**src/rtl/mux4a1_arbiter.sv**
```systemverilog
// Round-robin arbiter/sequencer for a shared 4:1 mux with bounded bursts.
// Define MUX4A1_ARB_FIXED_PRIO_EN for fixed priority (Req[0] highest).
module mux4a1_arbiter #(
  parameter int WIDTH     = 8,
  parameter int MAX_BURST = 4
) (
  input  logic             clk,
  input  logic             reset,
  input  logic [3:0]       Req,
  input  logic [WIDTH-1:0] Input0,
  input  logic [WIDTH-1:0] Input1,
  input  logic [WIDTH-1:0] Input2,
  input  logic [WIDTH-1:0] Input3,
  input  logic             OutReady,
  output logic [1:0]       Selector,
  output logic [3:0]       Grant,
  output logic [WIDTH-1:0] Output,
  output logic             OutValid,
  output logic [3:0]       Ack
);

  localparam int BW = $clog2(MAX_BURST + 1);

  typedef enum logic {ARB, XFER} state_t;

  state_t           state, state_n;
  logic [1:0]       last, last_n;
  logic [BW-1:0]    burst, burst_n;
  logic [1:0]       win;
  logic [BW-1:0]    burst_w;
  logic [1:0]       sel_n;
  logic [3:0]       grant_n;
  logic [WIDTH-1:0] out_n;
  logic             valid_n;
  logic [WIDTH-1:0] word;

  always_comb begin
    word = Input0;
    unique case (win)
      2'd0: word = Input0;
      2'd1: word = Input1;
      2'd2: word = Input2;
      2'd3: word = Input3;
    endcase
  end

`ifdef MUX4A1_ARB_FIXED_PRIO_EN
  always_comb begin
    win     = 2'd0;
    burst_w = burst;
    priority case (1'b1)
      Req[0]:  win = 2'd0;
      Req[1]:  win = 2'd1;
      Req[2]:  win = 2'd2;
      Req[3]:  win = 2'd3;
      default: win = 2'd0;
    endcase
  end
`else
  logic       keep;
  logic       found;
  logic [1:0] cand;

  // Scan ends at last+4 so a sole requester wraps back to itself.
  always_comb begin
    keep    = Req[last] && (burst != '0) &&
              (burst < BW'(MAX_BURST));
    win     = last;
    burst_w = BW'(1);
    found   = 1'b0;
    cand    = last;
    if (keep) begin
      burst_w = burst + BW'(1);
    end else begin
      for (int k = 1; k <= 4; k++) begin
        cand = last + 2'(k);
        if (!found && Req[cand]) begin
          win   = cand;
          found = 1'b1;
        end
      end
    end
  end
`endif

  always_comb begin
    state_n = state;
    last_n  = last;
    burst_n = burst;
    sel_n   = Selector;
    grant_n = Grant;
    out_n   = Output;
    valid_n = OutValid;
    unique case (state)
      ARB: begin
        if (|Req) begin
          state_n = XFER;
          last_n  = win;
          burst_n = burst_w;
          sel_n   = win;
          grant_n = 4'b0001 << win;
          out_n   = word;
          valid_n = 1'b1;
        end
      end
      XFER: begin
        if (OutReady) begin
          state_n = ARB;
          grant_n = 4'b0000;
          valid_n = 1'b0;
        end
      end
    endcase
  end

  always_ff @(posedge clk or posedge reset) begin
    if (reset) begin
      state    <= ARB;
      last     <= 2'd3;
      burst    <= '0;
      Selector <= 2'd0;
      Grant    <= 4'b0000;
      Output   <= '0;
      OutValid <= 1'b0;
    end else begin
      state    <= state_n;
      last     <= last_n;
      burst    <= burst_n;
      Selector <= sel_n;
      Grant    <= grant_n;
      Output   <= out_n;
      OutValid <= valid_n;
    end
  end

  assign Ack = Grant & {4{OutValid & OutReady}};

endmodule

```
**config.mk**
```make
export PLATFORM = sky130hd
export DESIGN_NAME = mux4a1_arbiter
export DESIGN_NICKNAME = d
export VERILOG_FILES = /design/src/rtl/mux4a1_arbiter.sv
export SDC_FILE = /design/constraint.sdc
export NUM_CORES = 1
export LEC_CHECK = 0
export CORE_ASPECT_RATIO = 1.25
export CORE_MARGIN = 8
export CORE_UTILIZATION = 30
export DETAILED_ROUTE_END_ITERATION = 12
export SYNTH_ARGS = -nofsm -noshare
export SYNTH_HDL_FRONTEND = slang
export SYNTH_SLANG_ARGS = --single-unit
```
**constraint.sdc**
```tcl
create_clock -name clk -period 5.9 [get_ports clk]
set_clock_uncertainty 0.1 [all_clocks]
set_input_delay 1.77 -clock clk [delete_from_list [all_inputs] [get_ports clk]]
set_output_delay 1.77 -clock clk [all_outputs]
set_load 0.05 [all_outputs]
```
==> flow_summary.toml, run 1 <==
[clocking]
cts_max_level = 1
hold_buffers = 0
clk_latency_ns = 0.25
cts-resized-gates = 0
clk_pin_slew_worst_paths_ns = 0.07
cts_buffers = 3
cts_root_buffer = "clkbuf_8"
cts_sinks = 21
cts_tree = "done"
clockBufferDepth = 2
post_cts_buffers = 0

[grt]
antenna_found_initial = 0
met1_usage = 0.119
grt_pass1_vias = 1346
top_usage_layer = "met2"
grt_max_degree = 22
grt_overflow = 0
grt_usage = 0.106
met3_usage = 0.0444
grt_util_met2 = 0.172
grt_pass1_wl_mm = 6.24

[timing]
max_freq_mhz = 193
fin_crit_ns = 5.19
whs_ns = 0.399
setup_viol = 0
slew_viol_final = 0
fin_setup_tns_ns = 0
hold_viol = 0
rsz0062_at_grt = "false"
worst_pin_slew_ns = 0.816
slew_headroom = 0.455
fin_crit_sh = 0.879

[route]
vias = 1228
drt_first_iter_violations = 63
drt_wl_total_mm = 3.76
drcViolationCount = 0
wl_per_cell_um = 15.3
first_pass_iters = 4
viasPerCell = 4.99
antenna_left = 0

[yosys]
netlist_area_sq_um = 1350
synth_top_area_frac = 0.351
synth_compound_area_frac = 0.190
synthFlopType = "dfrtp_1"
synthCells = 135
synth.mux.area_fraction = 0.158
synth_top_family_by_area = "compound AO/OA/AOI/OAI gates"
syn_avg_cell_area_sq_um = 10.0
yosysUniqueCellTypes = 39
ys_seq_elements = 21
synth_common_cells = "nand2_1, dfrtp_1, mux2i_1, nor2_1, o221ai_2"
async_flop_share = 1.00
yosys-top-cells-area = "dfrtp_1, mux2i_1, o221ai_2"
yosysWarnings = 0
mappedNetlistNets = 176
synthXorXnorAreaFrac = 0.0129
yosys.area_share.simple = 0.175
yosysSeqAreaShare = 0.390
synth_edf_count = 0
synth_area_leader_cell = "dfrtp_1"
synth_most_common_cell = "nand2_1"
synth_fa_ha_area_frac = 0.0185

[worst_setup_path]
crit_type = "in2out"
crit_buf_inv = 2
endpoint_kind = "output port"
crit_path_top_delay_cell = "clkdlybuf4s50_1"
cp.arrival_ns = 3.32
cp_cell_sequence = "clkdlybuf4s50_1, and3_1, clkdlybuf4s50_1"
critical_path.top_delay_family = "buffers and inverters"
max_stage_delay_ns = 0.82
cpMostUsedCell = "clkdlybuf4s50_1"
start_kind = "input pin"
crit_path_max_fanout = 6
worstPathRequired_ns = 4.03

[final_layout]
nNetsFinal = 230
final_cells = 246
syn2layout_area_growth_pct = 47.2
antenna_cells = 0
fillerInstances = 454
postLayoutCoreUtil = 0.454
final_layout_size_suffix_gt1_frac = 0.0957

[worst_hold_path]
hold_path_class = "reg2reg"

[die]
dieArea_sq_um = 6930
dieWidth_um = 76.1
start_util = 0.308
core_area_sq_um = 4390
ios = 58
die_h_um = 91.1
placementRows = 27

[pwr]
p_leak_nw = 0.850
peakVddDrop_uv = 236
powerDensity_nw_per_um2 = 519

[outcome]
outcome = "finished, final reports clean"

[place]
routabilityCongestion = 0.813
portBuffers = 57
place_hpwl_mm = 3.01
placedCellCount = 242

[job]
max_cap_viol_count = 0
cells in the final DEF (no fill, tap or decap), types with 3 or more instances in the layout:
| cell type | count |
|---|---|
| dfrtp_1 | 19 |
| mux2i_1 | 17 |
| and3_1 | 4 |
| clkdlybuf4s50_1 | 57 |
| inv_1 | 4 |
| nand2_1 | 20 |
| clkbuf_8 | 3 |
| o221ai_2 | 7 |
| o21ai_1 | 3 |
| nor2_1 | 8 |
| o21ai_0 | 6 |
sequential cells by signal (all words and copies together), names as in the netlist:
register,count
burst,3
state,1
Output,8
Selector,2
Grant,4
last,2
OutValid,1
metal layers:
metal	part of all wire	vias to the layer above
met5	0	-
met4	0.021	0
met3	0.090	10
met2	0.45	53
met1	0.44	569
li1	-	596
worst paths after layout:
| check | slack (ns) | to | from | cells past startpoint |
|---|---|---|---|---|
| max | 0.71 | Ack[1] | OutReady | 3 |
| max reg2reg | 2.98 | Output[1] | last[0] | 7 |
| min | 0.40 | Output[2] | Output[2] | 2 |
| max in group asynchronous | 3.32 | Grant[3] | reset | 2 |
| min in group asynchronous | 1.87 | Output[1] | reset | 2 |
| min reg2reg | 0.40 | Output[2] | Output[2] | 2 |
worst reg2reg max path, stage by stage, from the launching register on:
cell and delay, ns:
dfstp_2 0.69, mux4_2 0.58, a22o_1 0.25, a211o_1 0.25
mux2i_2 0.17, buf_4 0.33, mux2i_1 0.30, o221ai_2 0.11
cells by family (layout without fill, tap and decap cells):
group                    count (synthesis)  count (layout)
AO/OA/AOI/OAI                           30              30
XOR/XNOR                                 2               2
adder cells (fa/ha/maj)                  2               2
buffers and inverters                   13              66
flip-flops                              21              21
multiplexers                            20              20
AND/OR/NAND/NOR                         47              47
metrics by stage:
stage               power, mW  area, sq um  worst slack (ns)
CTS                      1.05         1990             0.707
global placement        0.938         1950             0.761
global route             1.10         1990             0.661
finish                   1.03         1990             0.714
floorplan               0.765         1350              1.81
detailed placement      0.950         1950             0.708
cell type report:
type	count	area, sq um	share of cell area
clock buffers	4	45.0	0.0226
inverters	4	15.0	0.00753
multi-input cells	101	754	0.379
flip-flops and latches	21	528	0.265
well taps	58	72.6	0.0364
repair buffers	58	578	0.290
power breakdown:
part | leakage (nW) | switching (mW) | total (mW) | internal, mW
Sequential | 0.256 | 0.0599 | 0.272 | 0.212
Clock | 0.0228 | 0.0434 | 0.0914 | 0.0480
Combinational | 0.571 | 0.396 | 0.671 | 0.276
Total | 0.850 | 0.499 | 1.03 | 0.536
No activity file was read; power rests on OpenSTA's default activity.
==> run 2, diff against run 1 <==
--- a/config.mk
+++ b/config.mk
@@ -9,6 +9,7 @@
 export CORE_MARGIN = 8
 export CORE_UTILIZATION = 30
 export DETAILED_ROUTE_END_ITERATION = 12
+export PLACE_DENSITY = 0.59
 export SYNTH_ARGS = -nofsm -noshare
 export SYNTH_HDL_FRONTEND = slang
 export SYNTH_SLANG_ARGS = --single-unit
==> run 2 against run 1 <==
- maximum frequency barely moved
- via count increased by 1.2%
- hold slack hardly changed
- cell area did not move
- combinational power up 0.6%
- first-iteration DRC count up 46%
- non-clock buffer count is the same
- critical path depth unchanged
- sequential cell count is the same
- die area unchanged
- sequential power about the same
- largest power group unchanged
==> flow_summary.toml, run 2 (synthesis results as in run 1) <==
[die]
placementRows = 27
dieWidth_um = 76.1
ios = 58
start_util = 0.308
die_h_um = 91.1
dieArea_sq_um = 6930
core_area_sq_um = 4390

[worst_setup_path]
max_stage_delay_ns = 0.81
r2r_slack_ns = 2.96
endpoint_kind = "output port"
cp.arrival_ns = 3.32
start_kind = "input pin"
r2r_end = "Output[1]"
worstReg2RegStart = "last[0]"
crit_path_top_delay_cell = "clkdlybuf4s50_1"
cp_cell_sequence = "clkdlybuf4s50_1, and3_1, clkdlybuf4s50_1"
cpMostUsedCell = "clkdlybuf4s50_1"
crit_type = "in2out"
worstPathRequired_ns = 4.03
crit_path_max_fanout = 6
r2r_cells = 7

[route]
antenna_left = 0
first_pass_iters = 4
drt_first_iter_violations = 92
maxUsedRoutingLayer = "met4"
viasPerCell = 5.05
wl_met3_um = 353
drt-met1-wl_mm = 1.59
drcViolationCount = 0
drt_wl_total_mm = 3.85
wl_met2_mm = 1.83
wl_per_cell_um = 15.6
vias = 1243

[place]
place_hpwl_mm = 3.07
portBuffers = 57
routabilityCongestion = 0.787
place_area_sq_um = 1950
pre_cts_slack_ns = 0.714

[final_layout]
final_common_cell = "clkdlybuf4s50_1"
mostFrequentLayoutCells = "clkdlybuf4s50_1, nand2_1, dfrtp_1"
largest_reg_flops = 8
final_cell_area_sq_um = 1990
final_layout_size_suffix_gt1_frac = 0.0957
nNetsFinal = 230
top_register = "Output"
reg_top3 = "Output (8), Grant (4), burst (3)"
syn2layout_area_growth_pct = 47.2
antenna_cells = 0
fillerInstances = 452

[timing]
slew_viol_final = 0
worst_slack_ns = 0.710
setup_viol = 0
fin_crit_sh = 0.880
rsz0062_at_grt = "false"
max_freq_mhz = 193
worst_pin_slew_ns = 0.823
hold_viol = 0
fin_setup_tns_ns = 0
whs_ns = 0.399
fin_crit_ns = 5.19
slew_headroom = 0.451

[clocking]
clk_pin_slew_worst_paths_ns = 0.07
clk_latency_ns = 0.26
cts_max_level = 1
cts-resized-gates = 0
cts_sinks = 21
clockBufferDepth = 2
hold_buffers = 0
cts_root_buffer = "clkbuf_8"
cts_tree = "done"
post_cts_buffers = 0
cts_buffers = 3

[grt]
grt_max_degree = 22
grt_overflow = 0
grt_usage = 0.111
grt_pass1_vias = 1400
grt_pass1_wl_mm = 6.48
antenna_found_initial = 0

[pwr]
p_leak_nw = 0.850
peakVddDrop_uv = 312
p_total_mw = 1.04
powerDensity_nw_per_um2 = 522

[worst_hold_path]
whs_endpoint = "Output[5]"
worstHoldStart = "Output[5]"
hold_path_class = "reg2reg"
whs_path_depth = 2

[job]
max_cap_viol_count = 0

[outcome]
outcome = "finished, final reports clean"
-- run 2: final cells by class --
cell class,instances,area [sq um],area share
clock buffer,4,45.0,0.0226
inverter,4,15.0,0.00753
multi-input combinational,101,754,0.379
sequential,21,528,0.265
tap,58,72.6,0.0364
timing repair buffer,58,578,0.290
-- run 2: per-layer routing --
layer  GRT usage  vias to the layer above
met1       0.120                      585
met2       0.190                       54
met4      0.0434                        0
li1            -                      597
met5           0                        -
met3      0.0434                        7
-- run 2: where the power goes --
group / switching [mW] / total [mW] / leakage (nW) / internal [mW]
logic: 0.399 / 0.675 / 0.571 / 0.277
registers: 0.0604 / 0.272 / 0.256 / 0.212
clock network: 0.0456 / 0.0936 / 0.0228 / 0.0481
total: 0.505 / 1.04 / 0.850 / 0.537
-- run 2: stage by stage --
stage,instances,utilization
5_1_grt,246,0.454
3_3_place_gp,242,0.444
4_1_cts,246,0.454
3_5_place_dp,242,0.444
2_1_floorplan,135,-
6_report,246,0.454
-- run 2: worst max-delay path by stage --
stage / cells past startpoint / from / endpoint / slack, ns
after floorplan: 1 / OutReady / Ack[3] / 1.81
after global placement: 3 / OutReady / Ack[3] / 0.76
after detailed placement: 3 / OutReady / Ack[1] / 0.71
after CTS: 3 / OutReady / Ack[1] / 0.71
after global routing: 3 / OutReady / Ack[1] / 0.68
final: 3 / OutReady / Ack[1] / 0.71
-- run 2: critical path, delay by kind of cell --
family / cells / cell delay [ns]
AND/OR/NAND/NOR: 1 / 0.18
buffers and inverters: 2 / 1.36
